`src/rtl/signed_minmax_tracker_if.sv`:
```
// Stream bundle for the signed min/max tracker: operand input channel,
// packet result channel and the abort strobe.
interface signed_minmax_tracker_if #(
    parameter int WIDTH = 32,
    parameter int CNT_W = 16
);
    logic             in_valid;
    logic             in_ready;
    logic [WIDTH-1:0] in_data;
    logic             in_last;
    logic             abort;
    logic             out_valid;
    logic             out_ready;
    logic [WIDTH-1:0] out_min;
    logic [WIDTH-1:0] out_max;
    logic [CNT_W-1:0] out_count;

    modport master (
        output in_valid, in_data, in_last, abort, out_ready,
        input  in_ready, out_valid, out_min, out_max, out_count
    );

    modport slave (
        input  in_valid, in_data, in_last, abort, out_ready,
        output in_ready, out_valid, out_min, out_max, out_count
    );
endinterface

```
`src/rtl/signed_minmax_tracker.sv`:
```
// Per-packet signed min/max/count tracker using SLT-style compares
// (subtract, then sign XOR overflow).
module signed_minmax_tracker #(
    parameter int WIDTH = 32,
    parameter int CNT_W = 16
) (
    input logic                     clk,
    input logic                     rst_n,
    signed_minmax_tracker_if.slave  bus
);
    localparam int MSB = WIDTH - 1;

    typedef enum logic [1:0] {
        IDLE  = 2'd0,
        ACCUM = 2'd1,
        HOLD  = 2'd2
    } state_t;

    state_t           state;
    logic             out_valid;
    logic [WIDTH-1:0] min_q;
    logic [WIDTH-1:0] max_q;
    logic [CNT_W-1:0] count_q;
    logic             accept;
    logic             lt_min;
    logic             lt_max;

    function automatic logic slt(input logic [WIDTH-1:0] a,
                                 input logic [WIDTH-1:0] b);
        logic [WIDTH-1:0] diff;
        logic             v;
        diff = a + ~b + WIDTH'(1);
        v    = (a[MSB] == ~b[MSB]) && (a[MSB] != diff[MSB]);
        return diff[MSB] ^ v;
    endfunction

    // Ready is gated by rst_n so the input stalls while reset is held.
    assign bus.in_ready  = rst_n && (state != HOLD);
    assign bus.out_valid = out_valid;
    assign bus.out_min   = min_q;
    assign bus.out_max   = max_q;
    assign bus.out_count = count_q;

    assign accept = bus.in_valid && bus.in_ready;
    assign lt_min = slt(bus.in_data, min_q);
    assign lt_max = slt(max_q, bus.in_data);

    always_ff @(posedge clk or negedge rst_n) begin
        if (!rst_n) begin
            state     <= IDLE;
            out_valid <= 1'b0;
            min_q     <= '0;
            max_q     <= '0;
            count_q   <= '0;
        end else if (bus.abort) begin
            state     <= IDLE;
            out_valid <= 1'b0;
        end else begin
            unique case (state)
                IDLE: begin
                    if (accept) begin
                        min_q   <= bus.in_data;
                        max_q   <= bus.in_data;
                        count_q <= CNT_W'(1);
                        if (bus.in_last) begin
                            state     <= HOLD;
                            out_valid <= 1'b1;
                        end else begin
                            state <= ACCUM;
                        end
                    end
                end
                ACCUM: begin
                    if (accept) begin
                        if (lt_min) min_q <= bus.in_data;
                        if (lt_max) max_q <= bus.in_data;
                        if (count_q != '1) count_q <= count_q + CNT_W'(1);
                        if (bus.in_last) begin
                            state     <= HOLD;
                            out_valid <= 1'b1;
                        end
                    end
                end
                HOLD: begin
                    if (bus.out_ready) begin
                        state     <= IDLE;
                        out_valid <= 1'b0;
                    end
                end
                default: begin
                    state     <= IDLE;
                    out_valid <= 1'b0;
                end
            endcase
        end
    end
endmodule

```
`src/flat_wrapper.sv`:
```
// flat-port wrapper written by rule: the top's interface ports become plain ports
module signed_minmax_tracker_flat 
#(
    parameter int WIDTH = 32,
    parameter int CNT_W = 16
)
  (clk, rst_n, bus_in_valid, bus_in_data, bus_in_last, bus_abort, bus_out_ready, bus_in_ready, bus_out_valid, bus_out_min, bus_out_max, bus_out_count);
  signed_minmax_tracker_if #(.WIDTH(WIDTH), .CNT_W(CNT_W)) bus_i ();
  input logic clk;
  input logic rst_n;
  input wire logic [$bits(bus_i.in_valid)-1:0] bus_in_valid;
  input wire logic [$bits(bus_i.in_data)-1:0] bus_in_data;
  input wire logic [$bits(bus_i.in_last)-1:0] bus_in_last;
  input wire logic [$bits(bus_i.abort)-1:0] bus_abort;
  input wire logic [$bits(bus_i.out_ready)-1:0] bus_out_ready;
  output wire logic [$bits(bus_i.in_ready)-1:0] bus_in_ready;
  output wire logic [$bits(bus_i.out_valid)-1:0] bus_out_valid;
  output wire logic [$bits(bus_i.out_min)-1:0] bus_out_min;
  output wire logic [$bits(bus_i.out_max)-1:0] bus_out_max;
  output wire logic [$bits(bus_i.out_count)-1:0] bus_out_count;
  assign bus_i.in_valid = bus_in_valid;
  assign bus_i.in_data = bus_in_data;
  assign bus_i.in_last = bus_in_last;
  assign bus_i.abort = bus_abort;
  assign bus_i.out_ready = bus_out_ready;
  assign bus_in_ready = bus_i.in_ready;
  assign bus_out_valid = bus_i.out_valid;
  assign bus_out_min = bus_i.out_min;
  assign bus_out_max = bus_i.out_max;
  assign bus_out_count = bus_i.out_count;
  signed_minmax_tracker #(.WIDTH(WIDTH), .CNT_W(CNT_W)) u_core (.clk(clk), .rst_n(rst_n), .bus(bus_i));
endmodule
```
`config.mk`:
```
export PLATFORM = sky130hd
export DESIGN_NAME = signed_minmax_tracker_flat
export DESIGN_NICKNAME = d
export VERILOG_FILES = /design/src/rtl/signed_minmax_tracker_if.sv /design/src/rtl/signed_minmax_tracker.sv /design/src/flat_wrapper.sv
export SDC_FILE = /design/constraint.sdc
export NUM_CORES = 1
export LEC_CHECK = 0
export CAP_MARGIN = 25
export CORE_MARGIN = 5
export CORE_UTILIZATION = 45
export CTS_BUF_LIST = sky130_fd_sc_hd__clkbuf_4 sky130_fd_sc_hd__clkbuf_8 sky130_fd_sc_hd__clkbuf_16
export DETAILED_ROUTE_END_ITERATION = 10
export HOLD_SLACK_MARGIN = 0.15
export PLACE_DENSITY = 0.74
export SLEW_MARGIN = 20
export SYNTH_ARGS = -nofsm -noshare
export SYNTH_HDL_FRONTEND = slang
export SYNTH_SLANG_ARGS = --single-unit
```
`constraint.sdc`:
```
create_clock -name clk -period 2.23 [get_ports clk]
set_input_delay 0.446 -clock clk [delete_from_list [all_inputs] [get_ports clk]]
set_output_delay 0.446 -clock clk [all_outputs]
set_load 0.02 [all_outputs]
```
==> run summary <==
First-pass GRT wire length: 26,400 µm
Crit path required time: 2490 ps
Post-DRT Antenna Nets: 0
Final setup vio count: 64
Initial detailed-routing violation count: 166
Post-Syn Instances: 467
CTS tree: yes
Filler cells: 683
Final Util: 77.0%
Post-synth top flop: dfrtp_1
Worst Path Arrival: 2740 ps
Post-synthesis cell type count: 46
Synthesized area: 0.00493 mm²
PwrDens: 1070 mW/mm²
Starting Density: 45.7%
M1 GR Usage: 29.4%
Core area: 0.0108 mm²
Tcrit/Tclk final: 111%
Chip Width: 115 µm
Clock root buffer: clkbuf_8
Commonest non-fill, non-tap cell in the layout: buf_4
Worst setup EP type: flop
Mean post-synth cell area: 10.6 µm²
Sink Count: 83
Power share of the combinational group: 58.7%
Lkg Pwr: 3.83 nW
Final Worst Setup Slack: -248 ps
Synth area leader: dfrtp_1
Global routing's busiest layer: met2
Post-DP HPWL: 10,500 µm
Clock Latency Late Sink: 370 ps
IO Port Bufs: 119
Failing checks: setup timing
Top Ports: 120
Crit path time final: 2480 ps
NetSw: 3.49 mW
Routed wire length: 16,700 µm
CTS max path bufs: 2
Vias post-DR: 4,646
Register area share after synthesis: 42.2%
Clk_skew: 10.5 ps
Hold Vio Cnt, Final: 0
Ys Warns: 0
VDD IR max: 0.703 mV
CTS buffer count: 9
Largest net degree at the start of global routing: 73
Relative slew slack: 72.2%
Initial antenna violation count: 2
Routability cong.: 0.831
#FFs+latches synth: 83
Switch share: 39.3%
Number of global-route vias before repair: 5,144
Status: finished with violations
Grt met3 use: 5.55%
Max-Cap Viols: 0
Top-area cell type share of the netlist area: 42.2%
Hold Path Class: in -> reg
Internal: 5.39 mW
Die Y: 115 µm
Met2 GRT Util: 45.7%
Power share of the sequential group: 27.0%
FFs w/ async S/R, synth: 100%
Critical Path Fanout Max: 6
Setup TNS Final: -10,890 ps
Total power: 8.88 mW
Area Growth Syn to Fin: 68.7%
Number of H-tree levels: 3
Fin. max-slew vios: 0
Clock-pin slew on the worst setup and hold paths: 100 ps
Tot GR Track Use: 25.7%
Routed WL per cell: 19.0 µm
Drt via density: 5.27
Top post-synthesis cells by area: dfrtp_1 (42%), ha_1 (15%), mux2_1 (7.5%)
Most frequent cells in the layout: buf_4 (129), clkdlybuf4s50_1 (89), dfrtp_1 (78), inv_1 (48), ha_1 (36)
Clock power share: 14.3%
Die area: 0.0131 mm²
Worst-margin pin slew: 415 ps
DRC violations left: 0
Fraction of layout cells with a size suffix above 1: 39.0%
GRT overflow: 0
Crit path launch type: flop
Drt first pass iters: 4
Critical path class: reg -> reg
Core Rows: 38
EDFF count, synth: 0
Syn nets: 566
Max Clk Rate: 404 MHz
Unrepaired setup endpoints after global routing: true
Nets: 833
-- final timing paths --
kind                                    startpoint                       to  slack (ps)  cells after the start
setup / recovery            u_core.bus.out_max[22]    u_core.bus.out_max[1]        -250                      9
hold / removal                     bus_in_data[17]   u_core.bus.out_min[17]         500                      3
setup reg to reg            u_core.bus.out_max[22]    u_core.bus.out_max[1]        -250                      9
hold reg to reg            u_core.bus.out_count[3]  u_core.bus.out_count[3]         550                      1
max in group asynchronous                    rst_n   u_core.bus.out_max[20]        1070                      4
min in group asynchronous                    rst_n          u_core.state[1]         570                      3
-- power groups by stage --
stage,Combinational (mW),Clock (mW),Sequential (mW)
6_report,5.21,1.27,2.39
5_1_grt,5.56,1.35,2.45
4_1_cts,4.89,1.28,2.37
3_5_place_dp,4.09,0,2.33
3_3_place_gp,3.98,0,2.32
2_1_floorplan,1.40,0,2.91
-- worst max-delay path, cell delays in order (launching register included) --
cell     delay (ps)
dfrtp_2         440
ha_4            290
nand4_1         160
nor4_4          360
a22oi_2         120
a32oi_2         290
a31oi_4          60
buf_12          170
buf_16          150
mux2_4          300
-- cell families (layout without fill, tap and decap cells) --
kind of cell,count (synthesis),after routing,share of synthesized area (%)
AOI/OAI and AO/OA,71,71,9.29
adders and majority gates,61,61,15.5
xor gates and xnor gates,11,11,1.96
DFF,83,83,42.2
and+or+nand+nor,103,103,11.0
muxes,64,64,13.8
other,0,2,0
buffers and inverters,74,346,6.25
-- flip-flops by register name, indices dropped and copies added (netlist names) --
name                  count
u_core.bus.out_valid      1
u_core.bus.out_count     16
u_core.bus.out_max       32
u_core.state              2
u_core.bus.out_min       32
-- final cells by class --
cell class | instances | area [µm²] | area share [%]
timing repair buffer | 264 | 2420 | 29.1
tap | 140 | 175 | 2.11
clock inverter | 7 | 100 | 1.20
sequential | 83 | 2080 | 25.1
inverter | 66 | 248 | 2.98
multi-input combinational | 310 | 3160 | 38.0
antenna | 2 | 5.00 | 0.0602
clock buffer | 9 | 124 | 1.49
-- per-layer routing --
metal  vias up  wire length, µm
met3        51              657
met5         -                0
met1      2280             6510
met2       142             8920
li1       2173                -
met4         0              628
-- cells in the mapped netlist (all sizes together), types with 8 or more instances --
| cell | count |
|---|---|
| mux2 | 33 |
| inv | 66 |
| nor3 | 10 |
| o21ai | 21 |
| a21oi | 34 |
| nand2 | 31 |
| xnor2 | 11 |
| dfrtp | 83 |
| mux2i | 31 |
| nand3 | 9 |
| ha | 61 |
| nor4 | 8 |
| nor2 | 23 |
| nand4 | 8 |
-- through the flow --
step	std cells	hold slack [ps]	setup WS, ps	cell area [µm²]
detailed placement	824	414	-759	7170
global route	881	507	-273	8310
global placement	824	419	-742	7170
CTS	869	365	-87.3	8170
finish	881	501	-248	8310
floorplan	467	150	-32.1	5050
-- repair_timing --
| item | in CTS | in global routing |
|---|---|---|
| hold endpoints to repair | 11 | 15 |
| pin swaps | 26 | 12 |
| gates resized for setup | 132 | 17 |
| buffers inserted | 24 | 11 |
| hold buffers | 1 | 1 |
| gates cloned | 4 | 0 |
| setup endpoints to repair | 65 | 66 |
(Power assumes the default switching activity.)
